--- config.mk ---
export PLATFORM = sky130hd
export DESIGN_NAME = multicycle_control
export DESIGN_NICKNAME = d
export VERILOG_FILES = /design/src/rtl/multicycle_control_pkg.sv /design/src/rtl/multicycle_control.sv
export SDC_FILE = /design/constraint.sdc
export NUM_CORES = 1
export LEC_CHECK = 0
export ABC_CLOCK_PERIOD_IN_PS = 1700
export BUFFER_PORTS_ARGS = -buffer_cell sky130_fd_sc_hd__buf_4
export CORE_ASPECT_RATIO = 0.7
export CORE_MARGIN = 1.5
export CORE_UTILIZATION = 30
export CTS_BUF_LIST = sky130_fd_sc_hd__clkbuf_4 sky130_fd_sc_hd__clkbuf_8
export DETAILED_ROUTE_END_ITERATION = 10
export PLACE_DENSITY = 0.58
export SETUP_SLACK_MARGIN = 0.4
export SLEW_MARGIN = 20
export SYNTH_ARGS = -nofsm -noshare
export SYNTH_HDL_FRONTEND = slang
export SYNTH_SLANG_ARGS = --single-unit
--- constraint.sdc ---
create_clock -name clk -period 1.7 [get_ports clk]
set_input_delay 0.17 -clock clk [delete_from_list [all_inputs] [get_ports clk]]
set_output_delay 0.17 -clock clk [all_outputs]
set_load 0.005 [all_outputs]
--- src/rtl/multicycle_control_pkg.sv ---
// Shared constants for the multi-cycle main control unit:
// opcodes, ALU-op classes, mux encodings and FSM state codes.
package multicycle_control_pkg;

    localparam int OP_RTYPE = 0;
    localparam int OP_J     = 2;
    localparam int OP_BEQ   = 4;
    localparam int OP_ADDI  = 8;
    localparam int OP_LW    = 35;
    localparam int OP_SW    = 43;

    localparam logic [1:0] ALU_ADD   = 2'b00;
    localparam logic [1:0] ALU_SUB   = 2'b01;
    localparam logic [1:0] ALU_FUNCT = 2'b10;

    localparam logic [1:0] SRCB_B    = 2'b00;
    localparam logic [1:0] SRCB_4    = 2'b01;
    localparam logic [1:0] SRCB_IMM  = 2'b10;
    localparam logic [1:0] SRCB_IMM4 = 2'b11;

    localparam logic [1:0] PCSRC_ALU = 2'b00;
    localparam logic [1:0] PCSRC_OUT = 2'b01;
    localparam logic [1:0] PCSRC_JMP = 2'b10;

    localparam logic [3:0] S_RST     = 4'd0;
    localparam logic [3:0] S_FETCH   = 4'd1;
    localparam logic [3:0] S_DECODE  = 4'd2;
    localparam logic [3:0] S_MEMADR  = 4'd3;
    localparam logic [3:0] S_MEMRD   = 4'd4;
    localparam logic [3:0] S_MEMWB   = 4'd5;
    localparam logic [3:0] S_MEMWR   = 4'd6;
    localparam logic [3:0] S_REXEC   = 4'd7;
    localparam logic [3:0] S_RWB     = 4'd8;
    localparam logic [3:0] S_AEXEC   = 4'd9;
    localparam logic [3:0] S_AWB     = 4'd10;
    localparam logic [3:0] S_BEQ     = 4'd11;
    localparam logic [3:0] S_JUMP    = 4'd12;
    localparam logic [3:0] S_ILLEGAL = 4'd13;

endpackage

--- src/rtl/multicycle_control.sv ---
// Multi-cycle main control FSM: steps each instruction through
// fetch/decode/execute/memory/write-back, stalling on mem_ready.
module multicycle_control #(
    parameter int OPCODE_W    = 6,
    parameter int ALUOP_W     = 2,
    parameter bit ENABLE_JUMP = 1'b1
) (
    input  logic                clk,
    input  logic                rst_n,
    input  logic [OPCODE_W-1:0] opcode,
    input  logic                mem_ready,
    output logic                pc_write,
    output logic                pc_write_cond,
    output logic                iord,
    output logic                mem_read,
    output logic                mem_write,
    output logic                ir_write,
    output logic                mem_to_reg,
    output logic                reg_dst,
    output logic                reg_write,
    output logic                alu_src_a,
    output logic [1:0]          alu_src_b,
    output logic [ALUOP_W-1:0]  alu_op,
    output logic [1:0]          pc_src,
    output logic                instr_done,
    output logic                illegal_op
);
    import multicycle_control_pkg::*;

    logic [3:0] state;
    logic [3:0] state_nx;
    logic       is_lw;

    // Next-state selection; unused encodings fall back to RST
    always_comb begin
        state_nx = S_RST;
        unique case (state)
            S_RST:    state_nx = S_FETCH;
            S_FETCH:  state_nx = mem_ready ? S_DECODE : S_FETCH;
            S_DECODE: begin
                if (opcode == OPCODE_W'(OP_LW) ||
                    opcode == OPCODE_W'(OP_SW))
                    state_nx = S_MEMADR;
                else if (opcode == OPCODE_W'(OP_RTYPE))
                    state_nx = S_REXEC;
                else if (opcode == OPCODE_W'(OP_BEQ))
                    state_nx = S_BEQ;
                else if (opcode == OPCODE_W'(OP_ADDI))
                    state_nx = S_AEXEC;
                else if (ENABLE_JUMP &&
                         opcode == OPCODE_W'(OP_J))
                    state_nx = S_JUMP;
                else
                    state_nx = S_ILLEGAL;
            end
            S_MEMADR: state_nx = is_lw ? S_MEMRD : S_MEMWR;
            S_MEMRD:  state_nx = mem_ready ? S_MEMWB : S_MEMRD;
            S_MEMWR:  state_nx = mem_ready ? S_FETCH : S_MEMWR;
            S_REXEC:  state_nx = S_RWB;
            S_AEXEC:  state_nx = S_AWB;
            S_MEMWB, S_RWB, S_AWB, S_BEQ,
            S_JUMP, S_ILLEGAL:
                      state_nx = S_FETCH;
            default:  state_nx = S_RST;
        endcase
    end

    // State register; lw/sw choice latched in DECODE for MEMADR
    always_ff @(posedge clk or negedge rst_n) begin
        if (!rst_n) begin
            state <= S_RST;
            is_lw <= 1'b0;
        end else begin
            state <= state_nx;
            if (state == S_DECODE)
                is_lw <= (opcode == OPCODE_W'(OP_LW));
        end
    end

    // Control word decoded from state; mem_ready only completes a memory handshake
    always_comb begin
        pc_write      = 1'b0;
        pc_write_cond = 1'b0;
        iord          = 1'b0;
        mem_read      = 1'b0;
        mem_write     = 1'b0;
        ir_write      = 1'b0;
        mem_to_reg    = 1'b0;
        reg_dst       = 1'b0;
        reg_write     = 1'b0;
        alu_src_a     = 1'b0;
        alu_src_b     = SRCB_B;
        alu_op        = ALUOP_W'(ALU_ADD);
        pc_src        = PCSRC_ALU;
        instr_done    = 1'b0;
        illegal_op    = 1'b0;
        unique case (state)
            S_FETCH: begin
                mem_read  = 1'b1;
                alu_src_b = SRCB_4;
                ir_write  = mem_ready;
                pc_write  = mem_ready;
            end
            S_DECODE: alu_src_b = SRCB_IMM4;
            S_MEMADR, S_AEXEC: begin
                alu_src_a = 1'b1;
                alu_src_b = SRCB_IMM;
            end
            S_MEMRD: begin
                iord     = 1'b1;
                mem_read = 1'b1;
            end
            S_MEMWB: begin
                mem_to_reg = 1'b1;
                reg_write  = 1'b1;
                instr_done = 1'b1;
            end
            S_MEMWR: begin
                iord       = 1'b1;
                mem_write  = 1'b1;
                instr_done = mem_ready;
            end
            S_REXEC: begin
                alu_src_a = 1'b1;
                alu_op    = ALUOP_W'(ALU_FUNCT);
            end
            S_RWB: begin
                reg_dst    = 1'b1;
                reg_write  = 1'b1;
                instr_done = 1'b1;
            end
            S_AWB: begin
                reg_write  = 1'b1;
                instr_done = 1'b1;
            end
            S_BEQ: begin
                alu_src_a     = 1'b1;
                alu_op        = ALUOP_W'(ALU_SUB);
                pc_write_cond = 1'b1;
                pc_src        = PCSRC_OUT;
                instr_done    = 1'b1;
            end
            S_JUMP: begin
                pc_write   = 1'b1;
                pc_src     = PCSRC_JMP;
                instr_done = 1'b1;
            end
            S_ILLEGAL: begin
                illegal_op = 1'b1;
                instr_done = 1'b1;
            end
            default: ;
        endcase
    end

endmodule

==> impl_metrics.ini <==
[worst_setup_path]
cp_max_fo = 5
crit_path_cell_trace = buf_12 -> buf_8 -> nor4b_4 -> buf_4
startpoint_type = register
critPathTopFamily = buffers and inverters
cp.arrival_ps = 1430
rr_worst_depth = 4
critical_path_class = reg -> out
critPathBufInv = 3
cp_slowest_cell = dfrtp_2
cp_data_required_time_ps = 1530
end_kind = output pin
crit_cells = 4
max_stage_delay_ps = 430

[sta]
fmax_ghz = 0.626
setup_viol = 0
setup_tns_ps = 0
rsz0062_at_grt = true
clock_skew_ps = 2.00
relSlewSlack = 0.767
slew_viol_final = 0
fin_crit_sh = 0.940
min_period_ps = 1600
hold_viol_final = 0
worst_pin_slew_ps = 347
worst_slack_ps = 102

[grt]
grt_start_max_net_pins = 12
grt-ovfl-total = 0
antenna_found_initial = 0
grt_usage = 0.179
grt_pass1_vias = 654
grt_pass1_wl_um = 3010

[detailed_routing]
ant_nets = 0
vias_per_cell = 5.46
drt_iter0_drc = 20
routedWlPerCell_um = 18.1
totalWireLength_um = 2660
first_pass_iters = 4
vias = 802
drcViolationCount = 0

[yosys]
yosys.area_share.xor_xnor = 0.0304
synth_area_um2 = 577
synth_top_area_frac = 0.217
synth_mux_area_frac = 0.0174
syn_inst = 75
ys.flop_type = dfrtp_1
ys_top_cells_by_area = dfrtp_1 (22%), nor2_1 (7.2%), nor3_1 (6.1%), nand2b_1 (4.3%), nor2b_1 (3.3%)
syn_nets = 84
synth-async-reset-ratio = 1.00
synth_top_family_by_area = simple AND/OR/NAND/NOR gates
synth_edf_count = 0
ys_seq_elements = 5
synth_fa_ha_area_frac = 0
synth-seq-area-share = 0.217
yosys.area_share.simple = 0.406
synth_compound_area_frac = 0.252
yosys_warnings = 0
yosysUniqueCellTypes = 38
avgSynthCellArea_um2 = 7.69
synth_top_area_cell = dfrtp_1

[hold_path]
hold_path_class = in -> reg
min_path_cells = 3

[place]
dp_slack_ps = 218
dp_hpwl_um = 1230
io_buffers = 26
place_congestion = 0.758

[clock_network]
clock_sinks = 5
clkLatencyLatePin_ps = 260
cts_tree = done
clock-root-buffer = clkbuf_4
clk_path_buf_depth = 2
htreeDepth = 1
clkTransAtPathRegs_ps = 50
numCtsBuffers = 3

[finish]
nets = 135
syn2layout_area_growth_pct = 117
drive_gt1_frac = 0.704
antenna_cells = 0
fill_cells = 153

[pwr]
ir_drop_mv = 1.03
leakagePower_uw = 0.000536
p_per_area_nw_per_um2 = 1900

[floorplanning]
die_y_um = 39.7
initial_core_util = 0.314
pin_count = 27
die_area_um2 = 2200
core_area_um2 = 1840
placementRows = 13
die_w_um = 55.4

[flow_run]
maxCapViolations = 0

[outcome]
status = complete, no violations
## flip-flops by register name, indices dropped and copies added (netlist names)
name and cells:
is_lw 1, state 4
## worst paths after layout
kind / from / endpoint / slack [ps]
hold reg to reg: is_lw$_DFFE_PN0P_ / is_lw$_DFFE_PN0P_ / 560
hold / removal: opcode[4] / state[3]$_DFF_PN0_ / 260
max in group asynchronous: rst_n / state[0]$_DFF_PN0_ / 1300
setup / recovery: state[3]$_DFF_PN0_ / ir_write / 100
setup reg to reg: state[2]$_DFF_PN0_ / state[1]$_DFF_PN0_ / 100
min in group asynchronous: rst_n / is_lw$_DFFE_PN0P_ / 280
## routing by layer
metal / global-route usage / share of wire / vias to the layer above
li1: - / - / 380
met1: 0.231 / 0.45 / 378
met5: 0 / 0 / -
met3: 0.0495 / 0.043 / 8
met4: 0.0366 / 0.025 / 0
met2: 0.304 / 0.48 / 36
## final cells by class
class / count / area [µm²] / share of cell area
multi-input combinational: 62 / 576 / 0.460
timing repair buffer: 53 / 483 / 0.386
sequential: 5 / 130 / 0.104
clock buffer: 4 / 30.0 / 0.0240
tap: 22 / 27.5 / 0.0220
inverter: 1 / 3.75 / 0.00300
## cell usage after synthesis, types with 2 or more instances
| cell | count |
|---|---|
| o2bb2ai_1 | 2 |
| a211oi_1 | 2 |
| or2b_1 | 2 |
| dfrtp_1 | 5 |
| nor2_1 | 11 |
| nand2b_1 | 4 |
| o22ai_1 | 2 |
| nand2_1 | 4 |
| xnor2_1 | 2 |
| buf_2 | 3 |
| or4_1 | 2 |
| nor2b_1 | 3 |
| a21oi_1 | 2 |
| nor3_1 | 7 |
## worst min-delay path: stages
cell,delay (ps)
buf_4,110
a211oi_1,60
o2bb2ai_2,140
## cells in the final DEF, fill, tap and decap left out, types with 2 or more instances in the layout
master,netlist,final
a211oi_2,1,2
buf_6,1,12
nor2_4,0,3
nor2b_4,0,3
nor3_2,0,2
nand2_1,4,2
buf_4,1,37
or4b_4,1,2
or4_1,2,2
xnor2_1,2,2
nor3_1,7,5
o22ai_1,2,2
nor2_2,0,2
nand2b_4,0,3
dfrtp_2,0,4
nor2_1,11,6
clkbuf_4,0,4
## logic make-up after synthesis
group / count (synthesis)
AO/OA/AOI/OAI: 18
XOR/XNOR: 2
buffers and inverters: 8
flip-flops: 5
multiplexers: 1
AND/OR/NAND/NOR: 41
## stage by stage
step | cell area [µm²] | instances | hold WS [ps] | util | power [µW]
floorplan | 583 | 75 | -126 | - | 851
global route | 1250 | 147 | 258 | 0.680 | 2490
finish | 1250 | 147 | 261 | 0.680 | 2370
global placement | 788 | 120 | -24.2 | 0.429 | 1210
CTS | 1020 | 137 | 245 | 0.554 | 1730
detailed placement | 788 | 120 | -24.0 | 0.429 | 1210
## power by group
part	leakage (µW)	internal, µW	total, µW	switching (µW)
clock	0.0000184	105	166	60.8
sequential	0.0000584	185	285	99.5
combinational	0.000459	1070	1920	847
## timing repair
action	in CTS	in global routing
pin swaps	6	10
hold buffers	1	0
gates resized for setup	25	33
buffers inserted	12	8
setup endpoints to repair	23	23
cloned	0	2
hold endpoints to repair	5	0
(Power assumes the default switching activity.)
